<file path="config.mk">
export PLATFORM = sky130hd
export DESIGN_NAME = rtc_time_poll
export DESIGN_NICKNAME = d
export VERILOG_FILES = /design/src/rtl/rtc_pkg.sv /design/src/rtl/rtc_poll_timer.sv /design/src/rtl/rtc_time_poll.sv
export SDC_FILE = /design/constraint.sdc
export NUM_CORES = 1
export LEC_CHECK = 0
export CAP_MARGIN = 20
export CORE_ASPECT_RATIO = 0.6
export CORE_MARGIN = 4
export CORE_UTILIZATION = 60
export CTS_BUF_LIST = sky130_fd_sc_hd__clkbuf_16
export DETAILED_ROUTE_END_ITERATION = 10
export DONT_BUFFER_PORTS = 1
export GPL_TIMING_DRIVEN = 0
export MAX_ROUTING_LAYER = met4
export PLACE_DENSITY = 0.72
export SYNTH_ARGS = -nofsm -noshare
export SYNTH_HDL_FRONTEND = slang
export SYNTH_SLANG_ARGS = --single-unit
</file>
<file path="constraint.sdc">
create_clock -name clk -period 5.2 [get_ports clk]
set_input_delay 0.52 -clock clk [delete_from_list [all_inputs] [get_ports clk]]
set_output_delay 0.52 -clock clk [all_outputs]
set_load 0.005 [all_outputs]
</file>
<file path="src/rtl/rtc_pkg.sv">
// Shared types and constants for the RTC time/date poller: FSM states,
// register offsets within the seven-byte time block, and per-register masks.
package rtc_pkg;

  typedef enum logic [2:0] {
    IDLE  = 3'd0,
    REQ   = 3'd1,
    WAIT  = 3'd2,
    CHECK = 3'd3,
    PUB   = 3'd4
  } state_t;

  localparam int unsigned NUM_REGS = 7;

  localparam logic [2:0] OFS_SEC     = 3'd0;
  localparam logic [2:0] OFS_MIN     = 3'd1;
  localparam logic [2:0] OFS_HOUR    = 3'd2;
  localparam logic [2:0] OFS_DAY     = 3'd3;
  localparam logic [2:0] OFS_WEEKDAY = 3'd4;
  localparam logic [2:0] OFS_MONTH   = 3'd5;
  localparam logic [2:0] OFS_YEAR    = 3'd6;

  localparam logic [7:0] MASK_SEC     = 8'h7F;
  localparam logic [7:0] MASK_MIN     = 8'h7F;
  localparam logic [7:0] MASK_HOUR    = 8'h3F;
  localparam logic [7:0] MASK_DAY     = 8'h3F;
  localparam logic [7:0] MASK_WEEKDAY = 8'h07;
  localparam logic [7:0] MASK_MONTH   = 8'h1F;
  localparam logic [7:0] MASK_YEAR    = 8'hFF;

  function automatic logic [7:0] reg_mask(input logic [2:0] ofs);
    logic [7:0] m;
    m = MASK_YEAR;
    case (ofs)
      OFS_SEC:     m = MASK_SEC;
      OFS_MIN:     m = MASK_MIN;
      OFS_HOUR:    m = MASK_HOUR;
      OFS_DAY:     m = MASK_DAY;
      OFS_WEEKDAY: m = MASK_WEEKDAY;
      OFS_MONTH:   m = MASK_MONTH;
      default:     m = MASK_YEAR;
    endcase
    return m;
  endfunction

  // Valid BCD compares correctly as plain hex, so bounds are given in BCD.
  function automatic logic bcd_in_range(input logic [7:0] v,
                                        input logic [7:0] lo,
                                        input logic [7:0] hi);
    return (v[7:4] <= 4'd9) && (v[3:0] <= 4'd9) && (v >= lo) && (v <= hi);
  endfunction

endpackage

</file>
<file path="src/rtl/rtc_poll_timer.sv">
// Free-running poll period counter; tick is high for the single cycle in
// which the counter sits at its terminal value POLL_CYC-1.
module rtc_poll_timer #(
  parameter int unsigned POLL_CYC = 12_500_000
) (
  input  logic clk,
  input  logic rst,
  output logic tick
);

  localparam int unsigned CW = (POLL_CYC > 1) ? $clog2(POLL_CYC) : 1;
  localparam logic [CW-1:0] CNT_LAST = CW'(POLL_CYC - 1);

  logic [CW-1:0] cnt_reg;

  always_ff @(posedge clk or posedge rst) begin
    if (rst) begin
      cnt_reg <= '0;
    end else if (cnt_reg == CNT_LAST) begin
      cnt_reg <= '0;
    end else begin
      cnt_reg <= cnt_reg + 1'b1;
    end
  end

  assign tick = (cnt_reg == CNT_LAST);

endmodule

</file>
<file path="src/rtl/rtc_time_poll.sv">
// Periodically reads the seven RTC time/date registers byte by byte and
// publishes them when the seconds change. Optional range check: RTC_BCD_CHECK_EN.
module rtc_time_poll
  import rtc_pkg::*;
#(
  parameter int unsigned POLL_CYC    = 12_500_000,
  parameter logic [7:0]  BASE_ADDR   = 8'h02,
  parameter int unsigned TIMEOUT_CYC = 100_000
) (
  input  logic        clk,
  input  logic        rst,
  output logic        rd_req,
  output logic [7:0]  rd_addr,
  input  logic        rd_done,
  input  logic [7:0]  rd_data,
  input  logic        rd_err,
  output logic [23:0] time_data,
  output logic [31:0] date_data,
  output logic        date_time_en,
  output logic        busy
);

  localparam int unsigned TW = (TIMEOUT_CYC > 1) ? $clog2(TIMEOUT_CYC) : 1;
  localparam logic [TW-1:0] TO_LAST = TW'(TIMEOUT_CYC - 1);
  localparam logic [2:0] IDX_LAST = 3'(NUM_REGS - 1);

  state_t        state_reg, state_next;
  logic [2:0]    idx_reg;
  logic [TW-1:0] to_cnt_reg;
  logic [7:0]    cap_reg [NUM_REGS];
  logic          published_reg;
  logic [23:0]   time_data_reg;
  logic [31:0]   date_data_reg;
  logic          date_time_en_reg;
  logic          tick;
  logic          byte_done;
  logic          sec_changed;
  logic          range_ok;

  rtc_poll_timer #(
    .POLL_CYC (POLL_CYC)
  ) u_timer (
    .clk  (clk),
    .rst  (rst),
    .tick (tick)
  );

  // Completion strobes only count while waiting on the bus.
  assign byte_done   = (state_reg == WAIT) && rd_done;
  assign sec_changed = !published_reg || (cap_reg[OFS_SEC] != time_data_reg[7:0]);

`ifdef RTC_BCD_CHECK_EN
  assign range_ok = bcd_in_range(cap_reg[OFS_SEC],     8'h00, 8'h59) &&
                    bcd_in_range(cap_reg[OFS_MIN],     8'h00, 8'h59) &&
                    bcd_in_range(cap_reg[OFS_HOUR],    8'h00, 8'h23) &&
                    bcd_in_range(cap_reg[OFS_DAY],     8'h01, 8'h31) &&
                    bcd_in_range(cap_reg[OFS_WEEKDAY], 8'h00, 8'h06) &&
                    bcd_in_range(cap_reg[OFS_MONTH],   8'h01, 8'h12) &&
                    bcd_in_range(cap_reg[OFS_YEAR],    8'h00, 8'h99);
`else
  assign range_ok = 1'b1;
`endif

  always_comb begin
    state_next = state_reg;
    case (state_reg)
      IDLE:  if (tick) state_next = REQ;
      REQ:   state_next = WAIT;
      WAIT: begin
        if (rd_done) begin
          state_next = (idx_reg == IDX_LAST) ? CHECK : REQ;
        end else if (rd_err || (to_cnt_reg == TO_LAST)) begin
          state_next = IDLE;
        end
      end
      CHECK: state_next = (sec_changed && range_ok) ? PUB : IDLE;
      PUB:   state_next = IDLE;
      default: state_next = IDLE;
    endcase
  end

  always_ff @(posedge clk or posedge rst) begin
    if (rst) begin
      state_reg  <= IDLE;
      idx_reg    <= 3'd0;
      to_cnt_reg <= '0;
    end else begin
      state_reg <= state_next;
      if (state_reg == IDLE) begin
        idx_reg <= 3'd0;
      end else if (byte_done && (idx_reg != IDX_LAST)) begin
        idx_reg <= idx_reg + 3'd1;
      end
      if (state_reg == REQ) begin
        to_cnt_reg <= '0;
      end else if (state_reg == WAIT) begin
        to_cnt_reg <= to_cnt_reg + 1'b1;
      end
    end
  end

  // One capture register per RTC byte, masked on the way in.
  generate
    for (genvar gi = 0; gi < NUM_REGS; gi++) begin : g_cap
      always_ff @(posedge clk or posedge rst) begin
        if (rst) begin
          cap_reg[gi] <= 8'h00;
        end else if (byte_done && (idx_reg == 3'(gi))) begin
          cap_reg[gi] <= rd_data & reg_mask(3'(gi));
        end
      end
    end
  endgenerate

  // Outputs load on the edge entering PUB so data and strobe appear together.
  always_ff @(posedge clk or posedge rst) begin
    if (rst) begin
      time_data_reg    <= 24'h0;
      date_data_reg    <= 32'h0;
      date_time_en_reg <= 1'b0;
      published_reg    <= 1'b0;
    end else begin
      date_time_en_reg <= (state_next == PUB);
      if (state_next == PUB) begin
        time_data_reg <= {cap_reg[OFS_HOUR], cap_reg[OFS_MIN], cap_reg[OFS_SEC]};
        date_data_reg <= {cap_reg[OFS_YEAR], cap_reg[OFS_MONTH],
                          cap_reg[OFS_DAY], cap_reg[OFS_WEEKDAY]};
        published_reg <= 1'b1;
      end
    end
  end

  assign rd_req       = (state_reg == REQ) || (state_reg == WAIT);
  assign rd_addr      = BASE_ADDR + {5'd0, idx_reg};
  assign busy         = (state_reg != IDLE);
  assign time_data    = time_data_reg;
  assign date_data    = date_data_reg;
  assign date_time_en = date_time_en_reg;

endmodule

</file>
# [Word-level counts from Yosys, hierarchy flattened]
# Index checks and enable logic that the tools add are counted.
# W data, S select, Z words.
[totals] regBits=133 latchBits=0 ramBits=0 rom_bits=0 in_bits=12 output_inout_bits=67 word_cells=62 memories=0
[classes] add_sub_neg=4 mul=0 n_div=0 n_lt_le_gt_ge=0 eq_ne=14 shifts=0 muxes=11 bitwise=0 reduce_logical=18
[op_table] op="$mux W17" n=2
[op_table] op="$add A24 B1 Y24 const B" n=1
[op_table] op="$eq A24 B24 Y1 const B" n=1
[op_table] op="$mux W24" n=1
[op_table] op="$mux W3" n=6
[op_table] op="$add A17 B1 Y17 const B" n=1
[op_table] op="$eq A17 B17 Y1 const B" n=1
[op_table] op="$eq A3 B2 Y1 const B" n=4
[op_table] op="$eq A3 B3 Y1 const B" n=4
[op_table] op="$pmux W3 S4" n=1
[op_table] op="$logic_and A1 B1 Y1" n=9
[op_table] op="$ne A7 B7 Y1" n=1
[op_table] op="$eq A3 B1 Y1 const B" n=2
[op_table] op="$logic_not A3 Y1" n=2
[op_table] op="$add A2 B3 Y4 const A" n=1
[op_table] op="$reduce_bool A2 Y1" n=2
[op_table] op="$add A3 B1 Y3 const B" n=1
[op_table] op="$logic_or A1 B1 Y1" n=3
[op_table] op="$ne A3 B3 Y1 const B" n=1
[op_table] op="$reduce_bool A3 Y1" n=1
[op_table] op="$mux W2" n=1
[op_table] op="$logic_not A1 Y1" n=1

# [Logic depth before layout (Yosys ltp)]
# Gate-level depths: netlist of the first run.
[logic_depth] ltp_word=6 ltp_mapped=6 ltp_nobuf=6

# [Cells and area by module]
# From an unflattened synthesis of the first run, not the netlist that was laid out.
[hier_totals] cells_unflattened=478 area_unflattened_um2=6216.0
[by_module_without_submodules] module="rtc_time_poll" instances=1 cells_per_inst=357 area_per_inst_um2=4988.5 seq_area_each_um2=2727.6
[by_module_without_submodules] module="rtc_poll_timer" instances=1 cells_per_inst=121 area_per_inst_um2=1227.4 seq_area_each_um2=600.6

# [Worst setup path before layout of the first run]
# No wires, ideal clock.
[synth_timing] kind="reg2reg" startpoint="register u_timer.cnt_reg[0]" endpoint="register u_timer.cnt_reg[10]" arrival_time_ps=1786 required_time_ps=5068 setup_slack_ps=3282 path_stages_with_launch=6 path_buffers=1 synth_period_minus_slack_ps=1918 cell_sequence="dfrtp_1 > ha_1 > nand4_1 > nor4_1 > clkbuf_1 > nor2_1"
[synth_between] elab_chain_len=2
[synth_lines] item="from (decl)" line_no="rtc_poll_timer.sv:14" rtl="logic [CW-1:0] cnt_reg;"
[synth_lines] item="from (signal assigned)" line_no="rtc_poll_timer.sv:22" rtl="cnt_reg <= cnt_reg + 1'b1;"
[synth_lines] item="$add A24 B1 Y24 or $eq A24 B24 Y1 (tied branches)" line_no="rtc_poll_timer.sv:22, rtc_poll_timer.sv:19"
[synth_lines] item="$mux W24 (*)" line_no="rtc_poll_timer.sv:19" rtl="end else if (cnt_reg == CNT_LAST) begin"
# Mark *: on every way between the ends. The rest lies on a longest branch, timed or not.
# A chain may end at the register's enable or synchronous reset.

# [Worst setup path in the final report of the first run]
[layout_timing] startpoint="register u_timer.cnt_reg[0]" endpoint="register u_timer.cnt_reg[12]"
# Same word-level chain as after synthesis.

==> results.toml, run 1 <==
[worst_setup_path]
crit_required_ns = 5.48
cp_top_family = "simple AND/OR/NAND/NOR gates"
cp_num_cells = 5
worstPathCellList = "ha_1 -> nand4_1 -> nor4_1 -> clkbuf_1 -> nor2_1"
cp_slowest_cell = "nor4_1"
cp_max_fo = 10
slowest_delay_ns = 0.78
critPathBufInv = 1
crit_type = "flip-flop to flip-flop"
endpoint_kind = "flip-flop"
start_kind = "flip-flop"
rr_worst_depth = 5
arrival_ns = 2.70
r2r_slack_ns = 2.78

[layout]
fin_util = 0.720
drive_above_1_share = 0.284
final_common_cell = "dfrtp_1"
layout_common_cells = "133 x dfrtp_1, 84 x mux2_2, 30 x nor2_1"
fin_nets = 533
fillCellCount = 671
fin_area_sq_um = 6740
diodes = 0
areaGrowthSynthToFinish_pct = 14.7
largest_reg_flops = 42

[global_route]
grt_usage = 0.233
grt_max_degree = 103
grt.overflow.total = 0
antenna_found_initial = 0
grt_pass1_wl_mm = 19.8
grt_pass1_vias = 3727

[synth]
synth_xor_area_frac = 0.0462
yosys.area.top_type_share = 0.566
ys_ff_latch = 133
synth_area_leaders = "dfrtp_1 57%, mux2_2 16%, xnor2_1 2.5%"
netlist_instances = 474
synth_edf_count = 0
yosysTopAreaCell = "dfrtp_1"
synth_adder_area_share = 0.0170
muxShareOfSynthArea = 0.166
synth-simple-area-share = 0.124
netlist_area_sq_um = 5880
synth-compound-area-share = 0.0364
synth.avg_cell_area_sq_um = 12.4
async_flop_share = 1.00
ys_types = 42
synthFlopType = "dfrtp_1"
seq_area_frac_synth = 0.566
ys.warnings.count = 0
synth_top_family_by_area = "multiplexers"

[placed_design]
numPortBuffers = 0
placed_cell_area_sq_um = 6140
dp_slack_ns = 2.75
place_congestion = 0.810
hpwlAfterDp_mm = 8.28

[clocking]
cts.sinks = 133
numCtsBuffers = 17
cts_tree = "yes"
h-tree-depth = 4
cts-root-buf = "clkbuf_16"
cts.clk_slew.worst_paths_ns = 0.06
clk-insertion-delay-late_ns = 0.42
cts.path.max_buffers = 2

[route]
viasPerCell = 5.62
drcViolationCount = 0
first_pass_iters = 4
wl_per_cell_um = 18.1
ant_nets = 0
drt_wl_total_mm = 11.8
routed-via-count = 3679
first_iter_violations = 206

[die]
die_h_um = 84.7
dieWidth_um = 136
placementRows = 27
coreArea_sq_um = 9360
die-area_sq_um = 11500
io_pins = 79
initial_core_util = 0.628

[run]
maxCapViolations = 0

[hold_path]
min_path_type = "input port to flip-flop"
min_path_cells = 1

[sta]
max_slew_margin = 0.365
setup_viol_count_final = 0
setup_tns_ns = 0
finalHoldViolCount = 0
fin_hold_ws_ns = 0.250
worstMarginPinSlew_ns = 0.944
layout_setup_ws_ns = 2.78
fin_crit_ns = 2.42
fmax_mhz = 414
slew_viol_final = 0
fin_crit_sh = 0.465
skew_ns = 0.00676
rsz0062_at_grt = "no"

[run_status]
status = "complete, no violations"

[power_and_ir_drop]
p_leak_uw = 0.00334
max-vdd-ir-drop_mv = 0.249
powerDensity_nw_per_um2 = 351
## synthesized netlist by cell type (4+ instances only)
| cell | count |
|---|---|
| a21oi_1 | 12 |
| a41o_1 | 4 |
| buf_2 | 5 |
| buf_4 | 19 |
| clkbuf_1 | 9 |
| dfrtp_1 | 133 |
| ha_1 | 8 |
| inv_1 | 14 |
| mux2_2 | 84 |
| nand2_1 | 28 |
| nand3_1 | 14 |
| nand4_1 | 9 |
| nor2_1 | 30 |
| nor3_1 | 7 |
| nor4_1 | 10 |
| nor4b_1 | 4 |
| o21ai_0 | 5 |
| o31ai_1 | 5 |
| or2_2 | 5 |
| or4_1 | 6 |
| xnor2_1 | 17 |
| xor2_1 | 14 |
## routing by layer
metal | global-route usage | vias to the layer above | wire length, um
li1 | - | 1711 | -
met1 | 0.326 | 1843 | 5440
met2 | 0.323 | 109 | 5320
met3 | 0.0772 | 16 | 906
met4 | 0.0723 | 0 | 169
met5 | - | - | 0
## power breakdown
group / switching, uW / internal (uW) / total [uW]
registers: 27.2 / 1060 / 1090
clock network: 440 / 747 / 1190
logic: 45.0 / 40.6 / 85.6
## cell families (layout without fill, tap and decap cells)
logic type                 count (synthesis)  count (layout)
other                                      1              18
xor gates and xnor gates                  31              31
buffers and inverters                     47              81
DFF                                      133             133
adders and majority gates                  8               8
muxes                                     87              87
and+or+nand+nor                          134             134
AOI/OAI and AO/OA                         33              33
## per-stage QoR
| step | std cells | power, uW |
|---|---|---|
| 3_5_place_dp | 623 | 1200 |
| 2_1_floorplan | 491 | 1170 |
| 5_1_grt | 655 | 2450 |
| 6_report | 655 | 2360 |
| 3_3_place_gp | 621 | 1190 |
| 4_1_cts | 655 | 2380 |
## worst reg2reg max path, cell delays in order (launching register included)
cell	delay, ns
dfrtp_1	0.40
ha_1	0.23
nand4_1	0.28
nor4_1	0.78
clkbuf_1	0.48
nor2_1	0.12
## area by class of cell
class                   count  area (sq um)  share of cell area
plain buffers              33           201              0.0299
clock buffers              17           425              0.0631
clock inverters            14           163              0.0241
inverters                  14          57.6             0.00854
multi-input cells         311          2360               0.350
flip-flops and latches    133          3330               0.494
well taps                 130           163              0.0241
repair buffers              3          42.5             0.00631
## final timing paths
kind / startpoint / to
max: u_timer.cnt_reg[0] / u_timer.cnt_reg[12]
min: rd_data[5] / cap_reg[5]
max reg2reg: u_timer.cnt_reg[0] / u_timer.cnt_reg[12]
min reg2reg: published_reg / published_reg
max in group asynchronous: rst / u_timer.cnt_reg[15]
min in group asynchronous: rst / date_data[29]
## timing repair
item	in CTS	in global routing
resized for setup	0	0
hold buffers	1	0
endpoints found under the hold margin	31	0
setup buffers	0	0
(Power assumes the default switching activity.)
==> run 2: changes to the inputs <==
Settings changed: CORE_UTILIZATION 60 to 57, PLACE_DENSITY 0.72 to 0.71.
Clock period 5.2 ns to 2.1 ns, I/O delays scaled along.
==> results.toml, run 2 (same netlist as run 1, synthesis figures left out) <==
[run_status]
status = "complete, no violations"

[clocking]
cts-root-buf = "clkbuf_16"
numCtsBuffers = 17
cts.path.max_buffers = 2
cts.clk_slew.worst_paths_ns = 0.05
cts.sinks = 133
clk-insertion-delay-late_ns = 0.41
cts_tree = "yes"
h-tree-depth = 4

[placed_design]
placed_cell_area_sq_um = 6210
hpwlAfterDp_mm = 9.17
place_congestion = 0.910
numPortBuffers = 0

[route]
routed-via-count = 3867
wl_per_cell_um = 19.8
drt_wl_total_mm = 13.3
first_pass_iters = 5
drcViolationCount = 0
viasPerCell = 5.75
ant_nets = 0
first_iter_violations = 211

[sta]
skew_ns = 0.00687
rsz0062_at_grt = "yes"
fmax_mhz = 486
slew_viol_final = 0
fin_crit_sh = 0.979
max_slew_margin = 0.440
finalHoldViolCount = 0
fin_hold_ws_ns = 0.0231
worstMarginPinSlew_ns = 0.833
setup_viol_count_final = 0
fin_crit_ns = 2.06

[power_and_ir_drop]
p_leak_uw = 0.00343
max-vdd-ir-drop_mv = 0.627
powerDensity_nw_per_um2 = 802

[worst_setup_path]
arrival_ns = 2.39
worstPathCellList = "buf_2 -> xnor2_1 -> or4_4 -> or4_1 -> a21oi_1"
crit_type = "flip-flop to flip-flop"
rr_worst_depth = 5
cp_slowest_cell = "or4_4"
cp_max_fo = 8
endpoint_kind = "flip-flop"
cp_num_cells = 5
start_kind = "flip-flop"
slowest_delay_ns = 0.57
cp_top_family = "simple AND/OR/NAND/NOR gates"
critPathBufInv = 1
crit_required_ns = 2.44

[global_route]
grt_max_degree = 33
grt_usage = 0.240
grt.overflow.total = 0
grt_pass1_vias = 3925
grt_pass1_wl_mm = 21.4
antenna_found_initial = 1

[layout]
layout_common_cells = "127 x dfrtp_1, 84 x mux2_2, 30 x nor2_1"
areaGrowthSynthToFinish_pct = 17.9
largest_reg_flops = 42
drive_above_1_share = 0.315
fin_nets = 546
fin_area_sq_um = 6930
final_common_cell = "dfrtp_1"

[die]
coreArea_sq_um = 9950
dieWidth_um = 139
die_h_um = 86.7
placementRows = 28
initial_core_util = 0.591
io_pins = 79
die-area_sq_um = 12100

[hold_path]
min_path_cells = 3
min_path_type = "input port to flip-flop"

[run]
maxCapViolations = 0
[run 2: changes by cell type in the layout (fill, tap and decap cells not counted), sizes merged]
cell         previous run  this run
bufinv                  3         1
diode                   0         1
inv                    18        17
clkinvlp                4         2
clkinv                  3         6
dlygate4sd3             1         9
buf                    26        31
[run 2: cell type report]
type / instances / area, sq um
tap: 135 / 169
fill: 707 / 3020
multi-input combinational: 311 / 2440
inverter: 14 / 56.3
antenna: 1 / 2.50
timing repair buffer: 17 / 208
clock inverter: 12 / 77.6
clock buffer: 17 / 425
buffer: 32 / 218
sequential: 133 / 3340
[run 2: worst paths after layout]
kind | startpoint | to | slack (ns)
setup / recovery | state_reg[0] | to_cnt_reg[11] | 0.04
hold / removal | rd_done | state_reg[1] | 0.02
setup reg to reg | state_reg[0] | to_cnt_reg[11] | 0.04
hold reg to reg | published_reg | published_reg | 0.47
max in group asynchronous | rst | u_timer.cnt_reg[13] | 0.78
min in group asynchronous | rst | cap_reg[44] | 0.33
[run 2: timing repair]
item	CTS	global route
resized for setup	13	23
setup endpoints to repair	70	67
buffers inserted	3	0
endpoints found under the hold margin	62	0
hold buffers	9	0
gates cloned	0	0
pin swaps	0	0
[run 2: per-stage QoR]
step | worst slack [ns] | utilization | std cells | TNS (ns) | power (uW)
after global placement | -0.691 | 0.614 | 626 | -67.76 | 2940
after global routing | -0.0524 | 0.697 | 672 | -0.119 | 5770
after floorplan | 0.182 | - | 491 | 0 | 2900
after detailed placement | -0.440 | 0.624 | 631 | -14.35 | 2970
final | 0.0436 | 0.697 | 672 | 0 | 5560
after CTS | 0.000824 | 0.691 | 671 | 0 | 5590
[run 2: worst reg2reg max path, delay by kind of cell, from the launching register on]
kind	cells	cell delay [ns]
flops	1	0.35
xor+xnor	1	0.25
simple gates	2	1.06
compound gates	1	0.15
buf+inv	1	0.17
[run 2: metal layers]
layer,GRT usage,vias to the layer above,part of all wire
met5,-,-,0
met4,0.0728,0,0.010
met3,0.0921,12,0.085
met2,0.338,133,0.43
met1,0.326,1970,0.47
li1,-,1752,-
[run 2: where the power goes]
part           internal, uW  switching (uW)  total [uW]
registers              2640            67.2        2700
logic                   125             141         265
clock network          1560            1030        2590
total                  4320            1240        5560
==> run 3: changes to the inputs <==
Settings changed: CAP_MARGIN 20 to 40.
==> results.toml, run 3 (same netlist as run 1, synthesis figures left out) <==
[sta]
skew_ns = 0.0106
setup_viol_count_final = 0
rsz0062_at_grt = "no"
fin_crit_ns = 2.04
worstMarginPinSlew_ns = 0.830
slew_viol_final = 0
fin_crit_sh = 0.971
finalHoldViolCount = 0
max_slew_margin = 0.442
fmax_mhz = 491
setup_tns_ns = 0

[layout]
fin_util = 0.714
largest_reg_flops = 42
fin_nets = 549
diodes = 0
final_common_cell = "dfrtp_1"
seq_area_sq_um = 3340
multi_input_area_sq_um = 2470
fin_area_sq_um = 7100
finalNonFillerCells = 677
fillCellCount = 679
areaGrowthSynthToFinish_pct = 20.8
drive_above_1_share = 0.341
layout_common_cells = "127 x dfrtp_1, 84 x mux2_2, 30 x nor2_1"

[clocking]
cts_tree = "yes"
cts-root-buf = "clkbuf_16"
cts.clk_slew.worst_paths_ns = 0.06
numCtsBuffers = 17
cts.path.max_buffers = 2
cts.sinks = 133
clk-insertion-delay-late_ns = 0.42
h-tree-depth = 4

[route]
first_iter_violations = 283
drcViolationCount = 0
wl_per_cell_um = 19.7
routed-via-count = 3938
viasPerCell = 5.82
drt_wl_total_mm = 13.3
first_pass_iters = 5
ant_nets = 0

[die]
placementRows = 28
initial_core_util = 0.591
die_h_um = 86.7
io_pins = 79
die-area_sq_um = 12100
coreArea_sq_um = 9950
dieWidth_um = 139

[hold_path]
min_path_cells = 3
hp-start = "rd_done"
min_path_type = "input port to flip-flop"
hold_end = "state_reg[1]"

[placed_design]
numPortBuffers = 0
place_congestion = 0.910
dpl.cell_count = 631
hpwlAfterDp_mm = 9.15
placed_cell_area_sq_um = 6210

[global_route]
antenna_found_initial = 0
grt.overflow.total = 0
grt_pass1_vias = 3964
grt_usage = 0.239
grt_pass1_wl_mm = 21.3
grt_max_degree = 33

[worst_setup_path]
cp_max_fo = 8
arrival_ns = 2.37
endpoint_kind = "flip-flop"
crit_type = "flip-flop to flip-flop"
crit_required_ns = 2.43
r2r_start = "state_reg[0]"
rr_worst_depth = 5
r2r_slack_ns = 0.06
start_kind = "flip-flop"
r2r-end = "to_cnt_reg[11]"

[power_and_ir_drop]
max-vdd-ir-drop_mv = 0.671
p_leak_uw = 0.00349
intPower_uw = 4730
seqPwrFrac = 0.447
comb_power_share = 0.044
switchingPower_uw = 1320
sw_frac_of_total = 0.218
powerDensity_nw_per_um2 = 852
clkPwrFrac = 0.509

[run]
maxCapViolations = 0

[run_status]
status = "complete, no violations"
## run 3: cell type report
type,instances,share of cell area
Buffer,31,0.0308
Clock buffer,17,0.0599
Clock inverter,15,0.0264
Inverter,14,0.00793
Multi-Input combinational cell,311,0.348
Sequential cell,133,0.470
Tap cell,135,0.0238
Timing Repair Buffer,21,0.0338
## run 3: critical path, stage by stage, from the launching register on
cell     delay [ns]
dfrtp_1        0.36
buf_2          0.19
xnor2_2        0.21
or4_4          0.55
or4_1          0.49
a21oi_1        0.16
## run 3: layer usage
layer  part of all wire  GRT usage
met3              0.093     0.0915
met4              0.013     0.0799
met5                  0          -
met1               0.46      0.326
met2               0.44      0.330
## run 3: how the worst max path moves through the flow
stage / startpoint / endpoint / cells past startpoint
3_3_place_gp: u_timer.cnt_reg[0] / u_timer.cnt_reg[5] / 5
6_report: state_reg[0] / to_cnt_reg[11] / 5
2_1_floorplan: u_timer.cnt_reg[0] / u_timer.cnt_reg[10] / 5
4_1_cts: cap_reg[48] / date_data[8] / 7
5_1_grt: u_timer.cnt_reg[2] / u_timer.cnt_reg[23] / 5
3_5_place_dp: u_timer.cnt_reg[0] / u_timer.cnt_reg[5] / 6
## run 3: timing repair
| item | in CTS | in global routing |
|---|---|---|
| buffers inserted | 4 | 3 |
| setup endpoints to repair | 66 | 46 |
| pin swaps | 2 | 3 |
| hold buffers | 9 | 0 |
| gates resized for setup | 21 | 19 |
| hold endpoints to repair | 62 | 0 |
| gates cloned | 0 | 0 |
## run 3: metrics by stage
stage	hold slack [ns]	power [uW]	setup WS, ns
3_5_place_dp	0.157	2970	-0.548
4_1_cts	0.0149	6090	0.00847
2_1_floorplan	0.360	2900	0.182
6_report	0.0228	6050	0.0616
5_1_grt	0.0303	6280	0.00106
3_3_place_gp	0.362	2940	-0.691
## run 3: power groups by stage
stage                     Combinational (uW)  Sequential [uW]  Clock [uW]
final                                    265             2700        3080
after CTS                                268             2700        3120
after floorplan                          174             2730           0
after global routing                     298             2710        3270
after global placement                   198             2740           0
after detailed placement                 227             2750           0
